File: config.mk
export PLATFORM = sky130hd
export DESIGN_NAME = mesi_barramento
export DESIGN_NICKNAME = d
export VERILOG_FILES = /design/src/rtl/mesi_pkg.sv /design/src/rtl/decodificadorComportamental.sv /design/src/rtl/mesi_rr_arbiter.sv /design/src/rtl/mesi_barramento.sv
export SDC_FILE = /design/constraint.sdc
export NUM_CORES = 1
export LEC_CHECK = 0
export ABC_AREA = 1
export CORE_MARGIN = 2
export CORE_UTILIZATION = 49
export CTS_CLUSTER_SIZE = 24
export DETAILED_ROUTE_END_ITERATION = 7
export PLACE_DENSITY = 0.93
export REMOVE_ABC_BUFFERS = 1
export SLEW_MARGIN = 5
export SYNTH_ARGS = -nofsm -noshare
export SYNTH_HDL_FRONTEND = slang
export SYNTH_HIERARCHICAL = 1
export SYNTH_SLANG_ARGS = --single-unit
export TNS_END_PERCENT = 100
File: constraint.sdc
create_clock -name clock -period 5.2 [get_ports clock]
set_input_delay 0.78 -clock clock [delete_from_list [all_inputs] [get_ports clock]]
set_output_delay 0.78 -clock clock [all_outputs]
set_load 0.005 [all_outputs]
File: src/rtl/mesi_pkg.sv
// rtl/mesi_pkg.sv - shared types for the MESI bus side: message codes, line states, bus FSM states
package mesi_pkg;

  typedef enum logic [1:0] {
    MSG_NONE       = 2'b00,
    MSG_READ_MISS  = 2'b01,
    MSG_WRITE_MISS = 2'b10,
    MSG_INVALIDATE = 2'b11
  } msg_e;

  typedef enum logic [1:0] {
    MESI_I = 2'b00,
    MESI_S = 2'b01,
    MESI_E = 2'b10,
    MESI_M = 2'b11
  } mesi_state_e;

  typedef enum logic [2:0] {
    BUS_IDLE  = 3'd0,
    BUS_BCAST = 3'd1,
    BUS_SNOOP = 3'd2,
    BUS_WB    = 3'd3,
    BUS_MEM   = 3'd4,
    BUS_DONE  = 3'd5
  } bus_state_e;

endpackage

File: src/rtl/decodificadorComportamental.sv
// rtl/decodificadorComportamental.sv - active-low 7-seg decoder, code 4'hF blanks (only with MESI_HEX_DEBUG_EN)
`ifdef MESI_HEX_DEBUG_EN
module decodificadorComportamental (
  input  logic [3:0] c,
  output logic [0:6] h
);

  always_comb begin
    case (c)
      4'd0:    h = 7'b0000001;
      4'd1:    h = 7'b1001111;
      4'd2:    h = 7'b0010010;
      4'd3:    h = 7'b0000110;
      4'd4:    h = 7'b1001100;
      4'd5:    h = 7'b0100100;
      default: h = 7'b1111111;
    endcase
  end

endmodule
`endif

File: src/rtl/mesi_rr_arbiter.sv
// rtl/mesi_rr_arbiter.sv - combinational round-robin pick: first eligible index after the pointer
module mesi_rr_arbiter #(
  parameter int N  = 3,
  parameter int IW = 2
) (
  input  logic [N-1:0]  elig,
  input  logic [IW-1:0] ptr,
  output logic [N-1:0]  gnt,
  output logic [IW-1:0] idx,
  output logic          valid
);

  logic [IW-1:0] j;

  always_comb begin
    gnt   = '0;
    idx   = '0;
    valid = 1'b0;
    j     = '0;
    // Scan ptr+1 .. ptr+N so the previous winner gets lowest priority.
    for (int off = 1; off <= N; off++) begin
      j = IW'((int'(ptr) + off) % N);
      if (!valid && elig[j]) begin
        valid  = 1'b1;
        gnt[j] = 1'b1;
        idx    = j;
      end
    end
  end

endmodule

File: src/rtl/mesi_barramento.sv
// rtl/mesi_barramento.sv - MESI shared bus: round-robin grant, broadcast, snoop collect, memory/write-back; MESI_HEX_DEBUG_EN adds HEX0/HEX1
module mesi_barramento
  import mesi_pkg::*;
#(
  parameter int N_CACHES = 3,
  parameter int ADDR_W   = 4,
  parameter int MEM_LAT  = 2
) (
  input  logic                       clock,
  input  logic                       reset,
  input  logic [N_CACHES-1:0]        req,
  input  logic [2*N_CACHES-1:0]      req_msg,
  input  logic [ADDR_W*N_CACHES-1:0] req_addr,
  output logic [N_CACHES-1:0]        gnt,
  output logic                       bcast_valid,
  output logic [1:0]                 bcast_msg,
  output logic [ADDR_W-1:0]          bcast_addr,
  output logic [N_CACHES-1:0]        bcast_src,
  input  logic [N_CACHES-1:0]        snp_shared,
  input  logic [N_CACHES-1:0]        snp_wb,
  output logic                       mem_rd,
  output logic                       mem_abort,
  output logic                       shared_out,
  output logic [N_CACHES-1:0]        done,
  output logic                       busy
`ifdef MESI_HEX_DEBUG_EN
  ,
  output logic [0:6]                 HEX0,
  output logic [0:6]                 HEX1
`endif
);

  localparam int IW = (N_CACHES > 1) ? $clog2(N_CACHES) : 1;
  localparam int CW = $clog2(MEM_LAT + 1);

  bus_state_e          state_q, state_d;
  logic [IW-1:0]       rr_q, rr_d;
  logic [N_CACHES-1:0] gnt_q, gnt_d;
  msg_e                msg_q, msg_d;
  logic [ADDR_W-1:0]   addr_q, addr_d;
  logic                flag_q, flag_d;
  logic [CW-1:0]       cnt_q, cnt_d;

  logic [N_CACHES-1:0] elig, arb_gnt;
  logic [IW-1:0]       arb_idx;
  logic                arb_valid;
  logic [1:0]          win_msg;
  logic [ADDR_W-1:0]   win_addr;
  logic                snp_sh_any, snp_wb_any;

  always_comb begin
    elig     = '0;
    win_msg  = '0;
    win_addr = '0;
    for (int i = 0; i < N_CACHES; i++) begin
      elig[i] = req[i] && (req_msg[2*i +: 2] != MSG_NONE);
      if (arb_gnt[i]) begin
        win_msg  = req_msg[2*i +: 2];
        win_addr = req_addr[ADDR_W*i +: ADDR_W];
      end
    end
  end

  mesi_rr_arbiter #(.N(N_CACHES), .IW(IW)) u_arb (
    .elig  (elig),
    .ptr   (rr_q),
    .gnt   (arb_gnt),
    .idx   (arb_idx),
    .valid (arb_valid)
  );

  // The owner's own snoop bits never count toward sharing or write-back.
  assign snp_sh_any = |(snp_shared & ~gnt_q);
  assign snp_wb_any = |(snp_wb & ~gnt_q);

  always_ff @(posedge clock) begin
    if (reset) begin
      state_q <= BUS_IDLE;
      rr_q    <= IW'(N_CACHES - 1);
      gnt_q   <= '0;
      msg_q   <= MSG_NONE;
      addr_q  <= '0;
      flag_q  <= 1'b0;
      cnt_q   <= '0;
    end else begin
      state_q <= state_d;
      rr_q    <= rr_d;
      gnt_q   <= gnt_d;
      msg_q   <= msg_d;
      addr_q  <= addr_d;
      flag_q  <= flag_d;
      cnt_q   <= cnt_d;
    end
  end

  always_comb begin
    state_d = state_q;
    rr_d    = rr_q;
    gnt_d   = gnt_q;
    msg_d   = msg_q;
    addr_d  = addr_q;
    flag_d  = flag_q;
    cnt_d   = cnt_q;
    case (state_q)
      BUS_IDLE: begin
        if (arb_valid) begin
          gnt_d   = arb_gnt;
          msg_d   = msg_e'(win_msg);
          addr_d  = win_addr;
          rr_d    = arb_idx;
          state_d = BUS_BCAST;
        end
      end
      BUS_BCAST: state_d = BUS_SNOOP;
      BUS_SNOOP: begin
        flag_d = (msg_q != MSG_INVALIDATE) && (snp_sh_any || snp_wb_any);
        cnt_d  = '0;
        if (msg_q == MSG_INVALIDATE) state_d = BUS_DONE;
        else if (snp_wb_any)         state_d = BUS_WB;
        else                         state_d = BUS_MEM;
      end
      BUS_WB: state_d = BUS_DONE;
      BUS_MEM: begin
        cnt_d = cnt_q + 1'b1;
        if (cnt_q == CW'(MEM_LAT - 1)) state_d = BUS_DONE;
      end
      BUS_DONE: begin
        gnt_d   = '0;
        state_d = BUS_IDLE;
      end
      default: state_d = BUS_IDLE;
    endcase
  end

  always_comb begin
    busy        = (state_q != BUS_IDLE);
    gnt         = gnt_q;
    bcast_valid = (state_q == BUS_BCAST);
    bcast_msg   = busy ? msg_q : 2'b00;
    bcast_addr  = busy ? addr_q : '0;
    bcast_src   = gnt_q;
    mem_rd      = (state_q == BUS_MEM);
    mem_abort   = (state_q == BUS_WB);
    shared_out  = (state_q == BUS_DONE) && flag_q;
    done        = (state_q == BUS_DONE) ? gnt_q : '0;
  end

`ifdef MESI_HEX_DEBUG_EN
  decodificadorComportamental u_hex0 (
    .c ({1'b0, state_q}),
    .h (HEX0)
  );
  decodificadorComportamental u_hex1 (
    .c (busy ? {2'b00, msg_q} : 4'hF),
    .h (HEX1)
  );
`endif

endmodule

## Word level (Yosys, flattened, before mapping)

Cells that the tools add are included.

- Add/subtract/negate cells: 4
- Multiply operators: 0
- Div/mod/pow operators: 3
- $lt $le $gt $ge: 6
- Equal/unequal tests: 10
- Shift operators: 0
- Mux-type cells: 38
- Bitwise operators: 5
- Reduce and logical (&&, ||, !) cells: 25

Operators by type and width:

| kind | number |
|---|---|
| $mod A32 B3 Y32 const B | 3 |
| $mux W3 | 9 |
| $mux W4 | 4 |
| $pmux W3 S5 | 1 |
| $mux W2 | 7 |
| $logic_and A1 B1 Y1 | 10 |
| $reduce_bool A2 Y1 | 5 |
| $lt A2 B3 Y1 const B | 3 |
| $mux W1 | 9 |
| $add A2 B2 Y3 const B | 2 |
| $and A3 B3 Y3 | 2 |
| $bmux W1 S2 | 3 |
| $demux W1 S2 | 3 |
| $eq A3 B2 Y1 const B | 2 |
| $eq A3 B3 Y1 const B | 2 |
| $ge A2 B1 Y1 const B | 3 |
| $or A3 B3 Y3 | 2 |
| $pmux W3 S2 | 1 |
| $reduce_and A2 Y1 | 3 |
| $reduce_or A3 Y1 | 2 |
| $ne A2 B2 Y1 const B | 2 |
| $pmux W2 S2 | 1 |
| $add A2 B1 Y3 const B | 1 |
| $eq A3 B1 Y1 const B | 1 |
| other kinds (9) | 10 |

- Flip-flop bits (word level): 17
- Bits in latches: 0
- RAM bits: 0
- Bits in read-only memories: 0
- Memories: 0

## Longest topological paths before layout

- Depth in word-level cells: 14
- Mapped depth: 18
- Depth with buffers taken out: 17

## By module

The synthesis kept the hierarchy.

Modules (own cells, without submodules):

| module | times used | cells each | area each (µm²) | sequential area each (µm²) |
|---|---|---|---|---|
| mesi_barramento | 1 | 172 | 1076.0 | 340.3 |
| mesi_rr_arbiter | 1 | 64 | 329.1 | 0.0 |

## Worst setup path after synthesis

Ideal clock, no wire load.

- Path kind: input-to-reg
- Start: input port req_msg[4]
- End: register addr_q[0]
- Library setup time: 109 ps
- Arrival time: 2102 ps
- Required time: 5091 ps
- Path slack: 2989 ps
- Stages: 14
- Path buffers: 1
- Path through: o21a_1 > inv_1 > o21ai_0 > nand2_2 > nand2_2 > clkinv_2 > nand3_1 > nand2_1 > buf_1 > inv_1 > nand2_1 > nand3_1 > nand2_1 > inv_1

- Elaborated cells between the ends (all ways): 24

RTL lines:

| element | RTL line | text |
|---|---|---|
| start, declared | mesi_barramento.sv:12 | `input logic [2*N_CACHES-1:0] req_msg,` |
| $reduce_bool A2 Y1 * | mesi_barramento.sv:56 | `elig[i] = req[i] && (req_msg[2*i +: 2] != MSG_NONE);` |
| $logic_and A1 B1 Y1 * | mesi_barramento.sv:56 |  |
| $bmux W1 S2 | mesi_rr_arbiter.sv:23 | `if (!valid && elig[j]) begin` |
| $mux W1 (not written as such) | mesi_rr_arbiter.sv:23 |  |
| $mux W1 | mesi_rr_arbiter.sv:23 |  |
| $logic_not A1 Y1 | mesi_rr_arbiter.sv:23 |  |
| $logic_and A1 B1 Y1 | mesi_rr_arbiter.sv:23 |  |
| $mux W1 | mesi_rr_arbiter.sv:23 |  |
| $logic_not A1 Y1 | mesi_rr_arbiter.sv:23 |  |
| $logic_and A1 B1 Y1 | mesi_rr_arbiter.sv:23 |  |
| $mux W3 * | mesi_rr_arbiter.sv:23 |  |
| via arb_gnt[2] | mesi_barramento.sv:44 | `logic [N_CACHES-1:0] elig, arb_gnt;` |
| $mux W4 * | mesi_barramento.sv:57 | `if (arb_gnt[i]) begin` |
| end signal, assigned | mesi_barramento.sv:90 | `addr_q <= addr_d;` |
| end, declared | mesi_barramento.sv:40 | `logic [ADDR_W-1:0] addr_q, addr_d;` |

The timed path passes the listed nets; every way through them passes the cells marked *. The select of a mux whose other input is x is not followed.
A chain may end at the register's enable or synchronous reset.

## Worst setup path in the final report

- Start: register state_q[2]
- End: output port shared_out

- Word-level cells in the longest chain between the ends: 2

Ends and longest elaborated chain:

| element | RTL line | text |
|---|---|---|
| start, declared | mesi_barramento.sv:36 | `bus_state_e state_q, state_d;` |
| start signal, assigned | mesi_barramento.sv:86 | `state_q <= state_d;` |
| $eq A3 B3 Y1 | mesi_barramento.sv:144 | `shared_out = (state_q == BUS_DONE) && flag_q;` |
| $logic_and A1 B1 Y1 | mesi_barramento.sv:144 |  |
| end, declared | mesi_barramento.sv:23 | `output logic shared_out,` |

No other way between the ends.

==> impl_metrics.py <==
metrics = {
    "clocking": {
        "htreeDepth": 1,
        "path_clk_slew_ps": 100,
        "cts_resized": 0,
        "clk_latency_ps": 280,
        "cts_buffers": 3,
        "hold_buffers": 0,
        "cts-root-buf": "clkbuf_4",
        "clock-sinks": 17,
        "clock_path_buffers": 2,
        "cts_tree": "yes",
        "cts_setup_buffers": 0,
    },
    "outcome": {
        "status": "completed",
    },
    "floorplanning": {
        "initial_core_util_pct": 51.4,
        "design.die.area_sq_um": 3310,
        "io-pin-count": 49,
        "row_count": 19,
        "die_width_microns": 57.6,
        "core_region_area_sq_um": 2730,
        "die_h_microns": 57.6,
    },
    "pwr": {
        "p_leak_uw": 0.000936,
        "power.density_nw_per_um2": 543,
        "p_sw_uw": 540,
        "peakVddDrop_mv": 0.463,
        "swShare_pct": 52.3,
        "clkPwrFrac_pct": 6.7,
        "internal_power_uw": 492,
        "pwr-share-seq_pct": 19.7,
        "p_comb_share_pct": 73.6,
        "total_power_uw": 1030,
    },
    "logic_synthesis": {
        "synth_edf_count": 0,
        "synthSimpleGateAreaFrac_pct": 39.7,
        "synth_compound_area_share_pct": 15.2,
        "yosys-top-cells-count": "nand2_1, inv_1, nand3_1",
        "synth_top_area_share_pct": 24.2,
        "yosysUniqueCellTypes": 26,
        "synthAdderAreaFrac_pct": 4.45,
        "synthArstFlopShare_pct": 0,
        "syn_area_sq_um": 1410,
        "synth-seq-cells": 17,
        "synth_area_leaders": "dfxtp_1, nand2_1, inv_1",
        "synth_xor_area_share_pct": 0,
        "ys_seq_area_share_pct": 24.2,
        "syn_inst": 236,
        "yosys.area.top_type": "dfxtp_1",
        "yosys_warnings": 6,
        "synth.avg_cell_area_sq_um": 5.95,
        "synth_top_family_by_area": "simple AND/OR/NAND/NOR gates",
        "synthFlopType": "dfxtp_1",
        "synthMuxAreaShare_pct": 0,
        "synth.most_common_cell": "nand2_1",
    },
    "worst_setup_path": {
        "slowest_delay_ps": 500,
        "critPathKind": "register to primary output",
        "cp_data_required_time_ps": 4420,
        "r2r_slack_ps": 2910,
        "crit_path_frequent_cell": "inv_1",
        "slowest_stage": "clkdlybuf4s50_1",
        "worstPathArrival_ps": 1840,
        "cp_cell_sequence": "inv_1 > nor3_1 > inv_1 > nor2_1 > clkdlybuf4s50_1",
        "critPathLaunchType": "register",
        "worst_setup_path_end_kind": "primary output",
        "cp_max_fo": 4,
    },
    "detailed_routing": {
        "via_per_inst": 4.96,
        "drt_iter0_markers": 60,
        "drc": 0,
        "wl_per_cell_microns": 10.2,
        "ant_nets": 0,
        "vias": 1549,
        "drtPass1Iterations": 4,
        "wl_mm": 3.18,
    },
    "job": {
        "max-cap-violations": 0,
    },
    "cells_and_area": {
        "antenna_cells": 0,
        "nFillCells": 240,
        "nNetsFinal": 316,
        "seqCellArea_sq_um": 340,
        "drive_above_1_share_pct": 7.83,
        "multiInputGateArea_sq_um": 835,
        "syn_to_final_growth_pct": 35.4,
    },
    "global_routing": {
        "grt_pass1_wl_mm": 5.60,
        "overflow": 0,
        "grt_usage_pct": 20.8,
        "grt_pass1_vias": 1423,
        "grt_antenna_before_repair": 0,
        "grt_max_degree": 16,
    },
    "place": {
        "dp_hpwl_mm": 2.68,
        "gp_congestion": 0.861,
        "portBuffers": 48,
    },
    "timing": {
        "finalCriticalPeriod_ps": 2620,
        "relSlewSlack_pct": 62.8,
        "report.final.slew_viol_count": 0,
        "finClkSkew_ps": 2.88,
        "max_freq_ghz": 0.381,
        "worstMarginPinSlew_ps": 556,
        "fin_crit_sh_pct": 50.4,
        "setup_viol": 0,
        "hold_viol_final": 0,
        "finalSetupTns_ps": 0,
        "rsz0062_at_grt": "false",
    },
    "hold_path": {
        "hold_class": "register to register",
    },
}
==> placed cells by master (no fill, tap or decap), types with 2 or more instances in the layout <==
cell / n
clkinv_2: 2
inv_2: 3
nand2_1: 74
clkdlybuf4s50_1: 48
o21ai_0: 13
a21oi_2: 5
nor2_1: 19
o21a_1: 5
dfxtp_1: 17
nor3_1: 2
clkbuf_4: 3
ha_1: 5
a21oi_1: 8
nand2_2: 3
nand3_1: 23
inv_1: 42
nand2_4: 2
==> critical path, delay by kind of cell (launching register included) <==
| kind | cells | cell delay [ps] |
|---|---|---|
| DFF | 1 | 480 |
| buffers and inverters | 3 | 740 |
| and+or+nand+nor | 2 | 330 |
==> cell families after synthesis <==
kind of cell	Yosys count
buffers and inverters	54
adder cells (fa/ha/maj)	5
AND/OR/NAND/NOR	127
flip-flops	17
AO/OA/AOI/OAI	33
==> layout make-up <==
| cell class | count | share of cell area [%] |
|---|---|---|
| Multi-Input combinational cell | 165 | 43.9 |
| Timing Repair Buffer | 48 | 25.3 |
| Sequential cell | 17 | 17.9 |
| Inverter | 47 | 9.47 |
| Tap cell | 31 | 2.04 |
| Clock buffer | 3 | 1.18 |
| Clock inverter | 1 | 0.263 |
==> per-stage QoR <==
| stage | setup slack (ps) | area (sq um) | cells | utilization, % | hold slack, ps |
|---|---|---|---|---|---|
| 3_5_place_dp | 2320 | 1870 | 308 | 68.6 | 451 |
| 3_3_place_gp | 2350 | 1870 | 308 | 68.6 | 450 |
| 4_1_cts | 2540 | 1900 | 312 | 69.6 | 469 |
| 5_1_grt | 2380 | 1900 | 312 | 69.6 | 496 |
| 6_report | 2580 | 1900 | 312 | 69.6 | 469 |
| 2_1_floorplan | 3020 | 1360 | 229 | - | 428 |
==> power groups by stage <==
stage | logic (uW) | clock network (uW) | registers (uW)
finish | 759 | 69.6 | 203
global route | 868 | 76.4 | 207
CTS | 764 | 71.9 | 203
detailed placement | 763 | 0 | 206
global placement | 745 | 0 | 204
floorplan | 551 | 0 | 203
==> state kept, by name, indices dropped and copies added (netlist names) <==
signal and count:
cnt_q 2, addr_q 4, bcast_src 3, msg_q 2, rr_q 2, flag_q 1, state_q 3
==> metal layers <==
layer	GRT usage (%)	routed length [microns]	vias to the layer above
met5	0	0	-
li1	-	-	816
met2	38.6	1610	42
met3	2.95	164	4
met4	4.65	34	0
met1	25.0	1370	687
==> final timing paths <==
kind,from,end,cells after the start
min,cnt_q[0]$_SDFFE_PP0P_,cnt_q[0]$_SDFFE_PP0P_,1
max reg2reg,rr_q[0]$_SDFFE_PP0P_,addr_q[0]$_SDFFE_PP0P_,14
min reg2reg,cnt_q[0]$_SDFFE_PP0P_,cnt_q[0]$_SDFFE_PP0P_,1
max,state_q[2]$_SDFFE_PP0P_,shared_out,5
No activity file was read; power rests on OpenSTA's default activity.
==> patch (same settings) <==
The option `MESI_HEX_DEBUG_EN` is turned on by a define.
--- a/src/rtl/decodificadorComportamental.sv
+++ b/src/rtl/decodificadorComportamental.sv
@@ -1,4 +1,6 @@
 // rtl/decodificadorComportamental.sv - active-low 7-seg decoder, code 4'hF blanks (only with MESI_HEX_DEBUG_EN)
+`define MESI_HEX_DEBUG_EN
+
 `ifdef MESI_HEX_DEBUG_EN
 module decodificadorComportamental (
   input  logic [3:0] c,
Behaviour (old outputs only; new: HEX0 and HEX1): unchanged (equiv_simple and equiv_induct, registers matched by name and starting in step).
==> patch against the unedited design <==
  * Design area rose by 19%
  * Worst setup slack got worse by 340 ps
  * Routed wire length rose by 21%
  * Sequential share of layout area fell by 2.9 points
  * Power rose by 23%
  * Synthesized cell count rose by 20%
  * Register-to-register slack barely moved
  * Largest cell class unchanged
  * Critical path type unchanged
  * Sequential cell count did not move
  * Synthesized area rose by 15%
==> patch: results (changes against the unedited design) <==
crit_fanout: 18  # +14
worst_slew_pin_slew_ps: 520  # -35.7 ps
outcome: "finished clean"
crit_arrival_ps: 2180  # +340 ps
wl_per_cell_um: 9.97  # -2.1%
synthTopCellsByCount: "nand2_1, inv_1, nand3_1"
synth.area.top_cells: "dfxtp_1, nand2_1, inv_1"
routed_wl_um: 3860  # +21%
placed_area_sq_um: 2250  # +20%
seq_area_frac_synth_pct: 21.0  # -3.2 points
drive_above_1_share_pct: 9.04  # +1.2 points
p_leak_uw: 0.00111  # +19%
finalNetCount: 378  # +20%
skew_ps: 7.77  # +4.89 ps
vias: 1841  # +19%
met2_usage_pct: 38.2  # -0.44 points
grtUsageTotal_pct: 21.8  # +1.0 points
wl_met2_um: 1850  # +15%
grt_pass1_vias: 1559  # +9.6%
max_stage_delay_ps: 460  # -40 ps
irDropWorstVdd_mv: 0.439  # -5.2%
post-dp-hpwl_um: 3220  # +20%
synth_fa_ha_area_share_pct: 3.86  # -0.59 points
use_met1_pct: 27.9  # +2.8 points
synth-compound-area-share_pct: 16.0  # +0.76 points
met1_length_um: 1760  # +28%
grt_pass1_wl_um: 6360  # +14%
syn_avg_cell_area_sq_um: 5.73  # -3.8%
grt_max_degree: 19  # +3
p_per_area_nw_per_um2: 560  # +3.1%
patch: cell types whose count changed after synthesis, moves of 4 or more:
cell	delta
nand2_1	+14
inv_1	+6
nor2_2	+6
inv_2	+5
nand3_1	+4
o21ai_0	+4
patch: final cells by class:
class | count | share of cell area (%)
well taps | 44 | 2.42
multi-input cells | 203 | 44.7
flip-flops and latches | 17 | 15.0
clock buffers | 4 | 1.16
repair buffers | 62 | 27.3
inverters | 57 | 9.47
patch: worst paths after layout:
| path | start | endpoint | slack, ps | depth (start not counted) |
|---|---|---|---|---|
| worst max-delay path | state_q[1] | HEX1[3] | 2240 | 9 |
| worst min-delay path | cnt_q[0] | cnt_q[0] | 460 | 1 |
| worst max register to register | rr_q[0] | msg_q[0] | 2920 | 15 |
| worst min register to register | cnt_q[0] | cnt_q[0] | 460 | 1 |
patch: power by group:
part	internal (uW)	leakage (uW)	switching, uW
clock	29.8	0.0000150	38.8
combinational	405	0.000958	586
sequential	174	0.000140	37.7
total	609	0.00111	663
